**src/rtl/garage_pkg.sv**
```systemverilog
// Shared definitions for the garage door motor controller: state encoding
// and the per-state motor command decode.
package garage_pkg;

    typedef enum logic [1:0] {
        IDLE  = 2'b00,
        MV_UP = 2'b01,
        MV_DN = 2'b10
    } door_state_t;

    typedef struct packed {
        logic up;
        logic dn;
    } motor_cmd_t;

    localparam motor_cmd_t MOTOR_IDLE = '{up: 1'b0, dn: 1'b0};
    localparam motor_cmd_t MOTOR_UP   = '{up: 1'b1, dn: 1'b0};
    localparam motor_cmd_t MOTOR_DN   = '{up: 1'b0, dn: 1'b1};

    // Anything outside the three legal states decodes to a stopped motor.
    function automatic motor_cmd_t decode_motor(input door_state_t s);
        motor_cmd_t cmd;
        case (s)
            MV_UP:   cmd = MOTOR_UP;
            MV_DN:   cmd = MOTOR_DN;
            default: cmd = MOTOR_IDLE;
        endcase
        return cmd;
    endfunction

endpackage

```
**src/rtl/garage_door_ctrl.sv**
```systemverilog
// Moore controller for a single garage door motor: starts the door moving
// away from whichever end-stop it rests at and stops at the opposite one.
module garage_door_ctrl
    import garage_pkg::*;
(
    input  logic CLK,
    input  logic RST,
    input  logic Activate,
    input  logic Up_MAX,
    input  logic Dn_MAX,
    output logic UP_M,
    output logic DN_M
);

    door_state_t state;
    door_state_t state_nxt;
    motor_cmd_t  cmd_nxt;

    always_comb begin
        state_nxt = IDLE;
        case (state)
            IDLE: begin
                if (Activate && Dn_MAX && !Up_MAX)
                    state_nxt = MV_UP;
                else if (Activate && Up_MAX && !Dn_MAX)
                    state_nxt = MV_DN;
                else
                    state_nxt = IDLE;
            end
            MV_UP:   state_nxt = Up_MAX ? IDLE : MV_UP;
            MV_DN:   state_nxt = Dn_MAX ? IDLE : MV_DN;
            default: state_nxt = IDLE;
        endcase
    end

    assign cmd_nxt = decode_motor(state_nxt);

    // Outputs are registered from the decoded next state, so they always
    // match the state register and carry no combinational input path.
    always_ff @(posedge CLK or negedge RST) begin
        if (!RST) begin
            state <= IDLE;
            UP_M  <= 1'b0;
            DN_M  <= 1'b0;
        end else begin
            state <= state_nxt;
            UP_M  <= cmd_nxt.up;
            DN_M  <= cmd_nxt.dn;
        end
    end

`ifndef SYNTHESIS
    a_motor_exclusive: assert property (@(posedge CLK) disable iff (!RST)
        !(UP_M && DN_M));
    a_outputs_match_state: assert property (@(posedge CLK) disable iff (!RST)
        {UP_M, DN_M} == {decode_motor(state).up, decode_motor(state).dn});
`endif

endmodule

```
**config.mk**
```make
export PLATFORM = sky130hd
export DESIGN_NAME = garage_door_ctrl
export DESIGN_NICKNAME = d
export VERILOG_FILES = /design/src/rtl/garage_pkg.sv /design/src/rtl/garage_door_ctrl.sv
export SDC_FILE = /design/constraint.sdc
export NUM_CORES = 1
export LEC_CHECK = 0
export BUFFER_PORTS_ARGS = -buffer_cell sky130_fd_sc_hd__buf_2
export CAP_MARGIN = 20
export CELL_PAD_IN_SITES_DETAIL_PLACEMENT = 0
export CELL_PAD_IN_SITES_GLOBAL_PLACEMENT = 1
export CORE_AREA = 2 2 39 41
export DETAILED_ROUTE_END_ITERATION = 8
export DIE_AREA = 0 0 41 43
export PLACE_DENSITY = 0.3
export SLEW_MARGIN = 20
export SYNTH_ARGS = -nofsm -noshare
export SYNTH_HDL_FRONTEND = slang
export SYNTH_SLANG_ARGS = --single-unit
```
**constraint.sdc**
```tcl
create_clock -name CLK -period 2.2 [get_ports CLK]
set_input_delay 0.11 -clock CLK [delete_from_list [all_inputs] [get_ports CLK]]
set_output_delay 0.11 -clock CLK [all_outputs]
set_load 0.1 [all_outputs]
```
Word-level counts from Yosys, hierarchy flattened

Index checks and enable logic that the tools add are counted.

Add/subtract/negate cells: 0
Multipliers: 0
Divide/modulo/power cells: 0
Order comparisons: 0
Eq/ne operators: 4
Shift-type cells: 0
Muxes and demuxes: 6
Bitwise operators: 0
Reduce and logical (&&, ||, !) cells: 7

Operator list:

| cell               | count |
|---|---|
| $mux 2             | 3 |
| $pmux 2 s3         | 1 |
| $eq 2x1->1 const B | 2 |
| $eq 2x2->1 const B | 2 |
| $logic_and 1x1->1  | 4 |
| $pmux 2 s2         | 1 |
| $logic_not 1->1    | 2 |
| $logic_not 2->1    | 1 |
| $mux 1             | 1 |

Register bits after elaboration: 4
Bits in latches: 0
RAM bits: 0
Bits in read-only memories: 0
Logic and storage cells: 20
Memories: 0

Longest topological paths before layout

Gate-level depths: netlist of the first run.

Depth after elaboration: 7
Mapped depth: 2
Gate-level depth less buffers: 2

Worst setup path before layout of the first run

No wires, ideal clock.

Path type: reg2out
Start point: reg DN_M
End point: out DN_M
Arrival time: 883 ps
Path slack: 1207 ps
Stages on the path, launching flop included: 1
Cell sequence: dfrtp_1

RTL lines:

| item                     | RTL line               | text |
|---|---|---|
| start: declaration       | garage_door_ctrl.sv:12 | `output logic DN_M` |
| start signal: assignment | garage_door_ctrl.sv:48 | `DN_M <= cmd_nxt.dn;` |

No word-level cell between the ends.

Worst setup path after layout of the first run

Start point: reg DN_M
End point: out DN_M

No word-level cell between the ends.

==> impl_metrics.yaml, run 1 <==
yosys:
  synthAdderAreaFrac: 0
  synthXorXnorAreaFrac: 0
  synthCells: 10
  synth_top_family_by_area: "simple AND/OR/NAND/NOR gates"
  synth_top_area_frac: 0.769
  yosys.area.top_type: "dfrtp_1"
  synth_edf_count: 0
  syn_area_um2: 130
  yosys_warnings: 0
  post_synth.cell_area_avg_um2: 13.0
  synth_compound_area_frac: 0.0769
  yosys_register_bits: 4
  synth.area.top_cells: "dfrtp_1 (77%), nor3_1 (15%), a21oi_1 (7.7%)"
  syn-num-nets: 15
  muxShareOfSynthArea: 0
  ys_async_sr_fraction: 1.00
  synthDistinctLibCells: 3
  ys_seq_area_frac: 0.769
  synth-simple-area-share: 0.154
  synthTopCellsByCount: "dfrtp_1 (4), nor3_1 (4), a21oi_1 (2)"
  synth_ff_type: "dfrtp_1"
flow_run:
  cap_violations: 0
clock_network:
  clock_latency_ns: 0.23
  post-cts-setup-buffers: 0
  cts_made_buffers: 3
  cts_tree: "done"
  ctsHoldBuffers: 1
  clk_pin_slew_ns: 0.04
  cts.htree.levels: 1
  cts-root-buf: "clkbuf_4"
  cts.sinks: 4
  clockBufferDepth: 2
  cts_resized: 0
drt:
  dr.pass1.iters: 4
  viasPerCell: 3.06
  drcViolationCount: 0
  detailroute.via_count: 110
  wl_per_cell_um: 7.31
  drtIter0Drc: 4
  ant_nets: 0
  detail_route.wirelength_um: 263
global_routing:
  grt_pass1_wl_um: 462
  grt_start_max_net_pins: 5
  grt_pass1_vias: 132
  grt_use_total: 0.0502
  grt_overflow: 0
  antenna_found_initial: 0
floorplanning:
  pin_count: 7
  core-area_um2: 1380
  die_y_um: 43
  row_count: 14
  start_util: 0.0940
  die_width_um: 41
  die_area_um2: 1760
status:
  status: "completed"
power_and_ir_drop:
  p_int_uw: 148
  power_frac_clock: 0.428
  p_per_area_nw_per_um2: 948
  ir_drop_uv: 366
  combPwrFrac: 0.169
  p_leak_uw: 0.000105
  seqPwrFrac: 0.403
  p_sw_frac: 0.268
  switching_power_uw: 54.1
finish:
  final_util: 0.154
  fin_cells: 36
  diodes: 0
  area_growth_pct: 63.5
  final_nets: 27
  stdcell_area_um2: 213
  drive_above_1_share: 0.450
timing:
  setup_slack_ns: 1.13
  slew_violations: 0
  finClkSkew_ns: 0.00328
  rsz0062_at_grt: "false"
  fin_setup_tns_ns: 0
  hold_violations: 0
  layout_min_cycle_time_ns: 1.07
  max_freq_ghz: 0.932
  setup_violations: 0
  worstMarginPinSlew_ns: 0.483
  max_slew_margin: 0.680
  fin_crit_sh: 0.488
place:
  portBuffers: 6
  gp_congestion: 0.599
  post-place-ws_ns: 1.37
  postPlaceCellArea_um2: 180
  dpl.cell_count: 32
setup_path:
  crit_buf_inv: 1
  crit_slowest_cell: "buf_2"
  crit_chain: "buf_2"
  worst_path_largest_cell_delay_ns: 0.42
  arrival_ns: 0.96
  end_kind: "output port"
  critPathTopFamily: "buffers and inverters"
  worstPathRequired_ns: 2.09
  critPathLaunchType: "flop"
  cp_max_fo: 1
  crit_type: "reg2out"
hold_path:
  hold_class: "in2reg"
==> flip-flops by register name, summed over array words and instances (netlist names) <==
| name | cells |
|---|---|
| state | 2 |
| DN_M | 1 |
| UP_M | 1 |
==> metrics by stage <==
step	total power [uW]	hold WS, ns
5_1_grt	218	0.0668
2_1_floorplan	105	-0.186
6_report	202	0.0686
3_3_place_gp	115	-0.0827
3_5_place_dp	115	-0.0805
4_1_cts	208	0.0563
==> final timing paths <==
check,start,endpoint,slack (ns),cells after the start
max,DN_M$_DFF_PN0_,DN_M,1.13,1
min,Dn_MAX,DN_M$_DFF_PN0_,0.07,2
max reg2reg,state[0]$_DFF_PN0_,UP_M$_DFF_PN0_,1.46,2
min reg2reg,state[0]$_DFF_PN0_,DN_M$_DFF_PN0_,0.45,1
max in group asynchronous,RST,state[0]$_DFF_PN0_,1.86,2
min in group asynchronous,RST,DN_M$_DFF_PN0_,0.22,2
==> cell usage in the layout, fill, tap and decap left out, drive strengths merged <==
| master | instances |
|---|---|
| nor3 | 4 |
| dfrtp | 4 |
| buf | 6 |
| dlygate4sd3 | 1 |
| clkbuf | 3 |
| a21oi | 2 |
==> area by class of cell <==
type | count | area (um^2)
clock buffers | 3 | 22.5
fillers | 154 | 1170
flip-flops and latches | 4 | 100
well taps | 16 | 20.0
repair buffers | 7 | 40.0
multi-input cells | 6 | 30.0
==> layer usage <==
metal | track usage | wire [um]
met5 | 0 | 0
met2 | 0.0438 | 87
met4 | 0.0600 | 0
met1 | 0.0482 | 137
met3 | 0.0628 | 37
==> cell families after synthesis <==
kind of cell    Yosys count
simple gates              4
flops                     4
compound gates            2
==> power by group through the flow <==
stage	combinational, uW	clock (uW)	sequential, uW
6_report	34.0	86.4	81.2
4_1_cts	34.1	92.6	81.2
3_3_place_gp	32.8	0	82.2
5_1_grt	36.5	99.4	81.9
2_1_floorplan	4.69	0	100
3_5_place_dp	32.7	0	82.2
Note: power is estimated with default switching activity, not from simulation.
==> run 2: changes to the inputs <==
Settings changed: ABC_AREA set to 1, PLACE_DENSITY 0.3 to 0.33.
Clock period 2.2 ns to 0.9 ns, I/O delays scaled along.
==> impl_metrics.yaml, run 2 <==
timing:
  setup_slack_ns: 0.0452
  fin_setup_tns_ns: 0
  setup_violations: 0
  fin_crit_sh: 0.950
  hold_violations: 0
  worstMarginPinSlew_ns: 0.163
  max_freq_ghz: 1.17
  slew_violations: 0
  rsz0062_at_grt: "false"
  layout_min_cycle_time_ns: 0.855
  finClkSkew_ns: 0.00814
  max_slew_margin: 0.892
finish:
  top_regs: "state x2, DN_M x1, UP_M x1"
  largest_reg_flops: 2
  drive_above_1_share: 0.538
  final_cell_mix: "nor2_1 (5), buf_2 (4), clkbuf_4 (3)"
  mostFrequentLayoutCell: "nor2_1"
  area_growth_pct: 79.2
  final_nets: 32
  fin_cells: 42
  final_util: 0.194
  diodes: 0
  regMostFlops: "state"
drt:
  detail_route.wirelength_um: 304
  detailroute.via_count: 132
  dr.pass1.iters: 1
  drtIter0Drc: 0
  ant_nets: 0
  viasPerCell: 3.14
  drcViolationCount: 0
  wl_per_cell_um: 7.24
place:
  portBuffers: 6
  post-place-ws_ns: 0.176
  dpl.cell_count: 37
  gp_congestion: 0.649
yosys:
  synth_top_area_frac: 0.667
  synth.area.top_cells: "dfrtp_1 (67%), nor2_1 (13%), nand2_2 (8.3%), inv_1 (5.0%), nor2_2 (4.2%)"
  ys_seq_area_frac: 0.667
  yosysMostFrequentCell: "nor2_1"
  ys_async_sr_fraction: 1.00
  synthTopCellsByCount: "nor2_1 (5), dfrtp_1 (4), inv_1 (2), nand2_2 (2)"
  synthDistinctLibCells: 6
  yosys_warnings: 0
  synth_edf_count: 0
  syn_area_um2: 150
  synth_ff_type: "dfrtp_1"
  synthCells: 15
  yosys.area.top_type: "dfrtp_1"
  syn-num-nets: 20
  post_synth.cell_area_avg_um2: 10.0
  yosys_register_bits: 4
clock_network:
  cts_resized: 0
  cts_made_buffers: 3
  cts-root-buf: "clkbuf_4"
  clk_pin_slew_ns: 0.04
  cts.htree.levels: 1
  clock_latency_ns: 0.24
  clockBufferDepth: 2
  ctsHoldBuffers: 1
  post-cts-setup-buffers: 0
  cts.sinks: 4
  cts_tree: "done"
power_and_ir_drop:
  p_sw_frac: 0.280
  p_per_area_nw_per_um2: 2070
  combPwrFrac: 0.193
  seqPwrFrac: 0.361
  p_int_uw: 400
  switching_power_uw: 155
  p_leak_uw: 0.000129
  ir_drop_uv: 726
  power_frac_clock: 0.446
global_routing:
  grt_pass1_wl_um: 517
  grt_overflow: 0
  grt_use_total: 0.0483
  antenna_found_initial: 0
  grt_start_max_net_pins: 5
  grt_pass1_vias: 127
flow_run:
  cap_violations: 0
hold_path:
  worstHoldStart: "Dn_MAX"
  holdPathEnd: "DN_M$_DFF_PN0_"
  hold_class: "in2reg"
  hold_depth: 4
setup_path:
  reg2reg_to: "state[1]$_DFF_PN0_"
  worstPathRequired_ns: 0.85
  crit_path_start: "DN_M$_DFF_PN0_"
  r2r_cells: 4
  worst_path_largest_cell_delay_ns: 0.40
  arrival_ns: 0.81
  end_kind: "output port"
  critPathTopFamily: "flip-flops"
  critPathLaunchType: "flop"
  crit_chain: "buf_12"
  crit_buf_inv: 1
  crit_type: "reg2out"
  r2r_setup_slack_ns: 0.18
  r2r-start: "state[1]$_DFF_PN0_"
  cp_max_fo: 1
  crit_slowest_cell: "dfrtp_2"
floorplanning:
  core-area_um2: 1380
  start_util: 0.108
  pin_count: 7
  die_area_um2: 1760
  die_y_um: 43
  row_count: 14
  die_width_um: 41
status:
  status: "completed"
## run 2: cell count changes in the layout (fill, tap and decap cells not counted), sizes merged
cell / before / now
nor2: 0 / 6
nand2: 0 / 2
clkbuf: 3 / 4
nor3: 4 / 0
inv: 0 / 2
a21oi: 2 / 1
## run 2: power groups by stage
stage                     logic [uW]  clock network [uW]  registers (uW)
after floorplan                 21.0                   0             242
after global placement           105                   0             204
after detailed placement         106                   0             203
after CTS                        109                 266             201
after global routing             116                 278             201
final                            107                 248             201
## run 2: layout make-up
| type | count | area, um^2 |
|---|---|---|
| timing repair buffer | 7 | 70.1 |
| fill | 151 | 1110 |
| clock buffer | 4 | 26.3 |
| sequential | 4 | 103 |
| multi-input combinational | 9 | 42.5 |
| tap | 16 | 20.0 |
| inverter | 2 | 7.51 |
## run 2: layer usage
layer  up-vias  GRT usage  wire [um]
met2         8     0.0563        119
li1         67          -          -
met3         0     0.0628         47
met5         -          0          0
met4         0          0          0
met1        57     0.0584        137
## run 2: metrics by stage
stage / total power [uW] / hold WS [ns] / cell area [um^2]
after floorplan: 263 / -0.251 / 153
after global placement: 308 / -0.140 / 233
after detailed placement: 309 / -0.137 / 233
after CTS: 576 / 0.0626 / 269
after global routing: 595 / 0.0833 / 269
final: 556 / 0.0708 / 269
## run 2: how the worst max path moves through the flow
stage,endpoint,cells after the start
after detailed placement,state[1]$_DFF_PN0_,4
after CTS,DN_M,1
after global routing,DN_M,1
after global placement,DN_M$_DFF_PN0_,4
final,DN_M,1
after floorplan,DN_M,0
## run 2: cell families (layout without fill, tap and decap cells)
family | count (synthesis) | after routing | share of synthesized area
flops | 4 | 4 | 0.667
buf+inv | 2 | 13 | 0.0500
compound gates | 1 | 1 | 0.0333
simple gates | 8 | 8 | 0.250
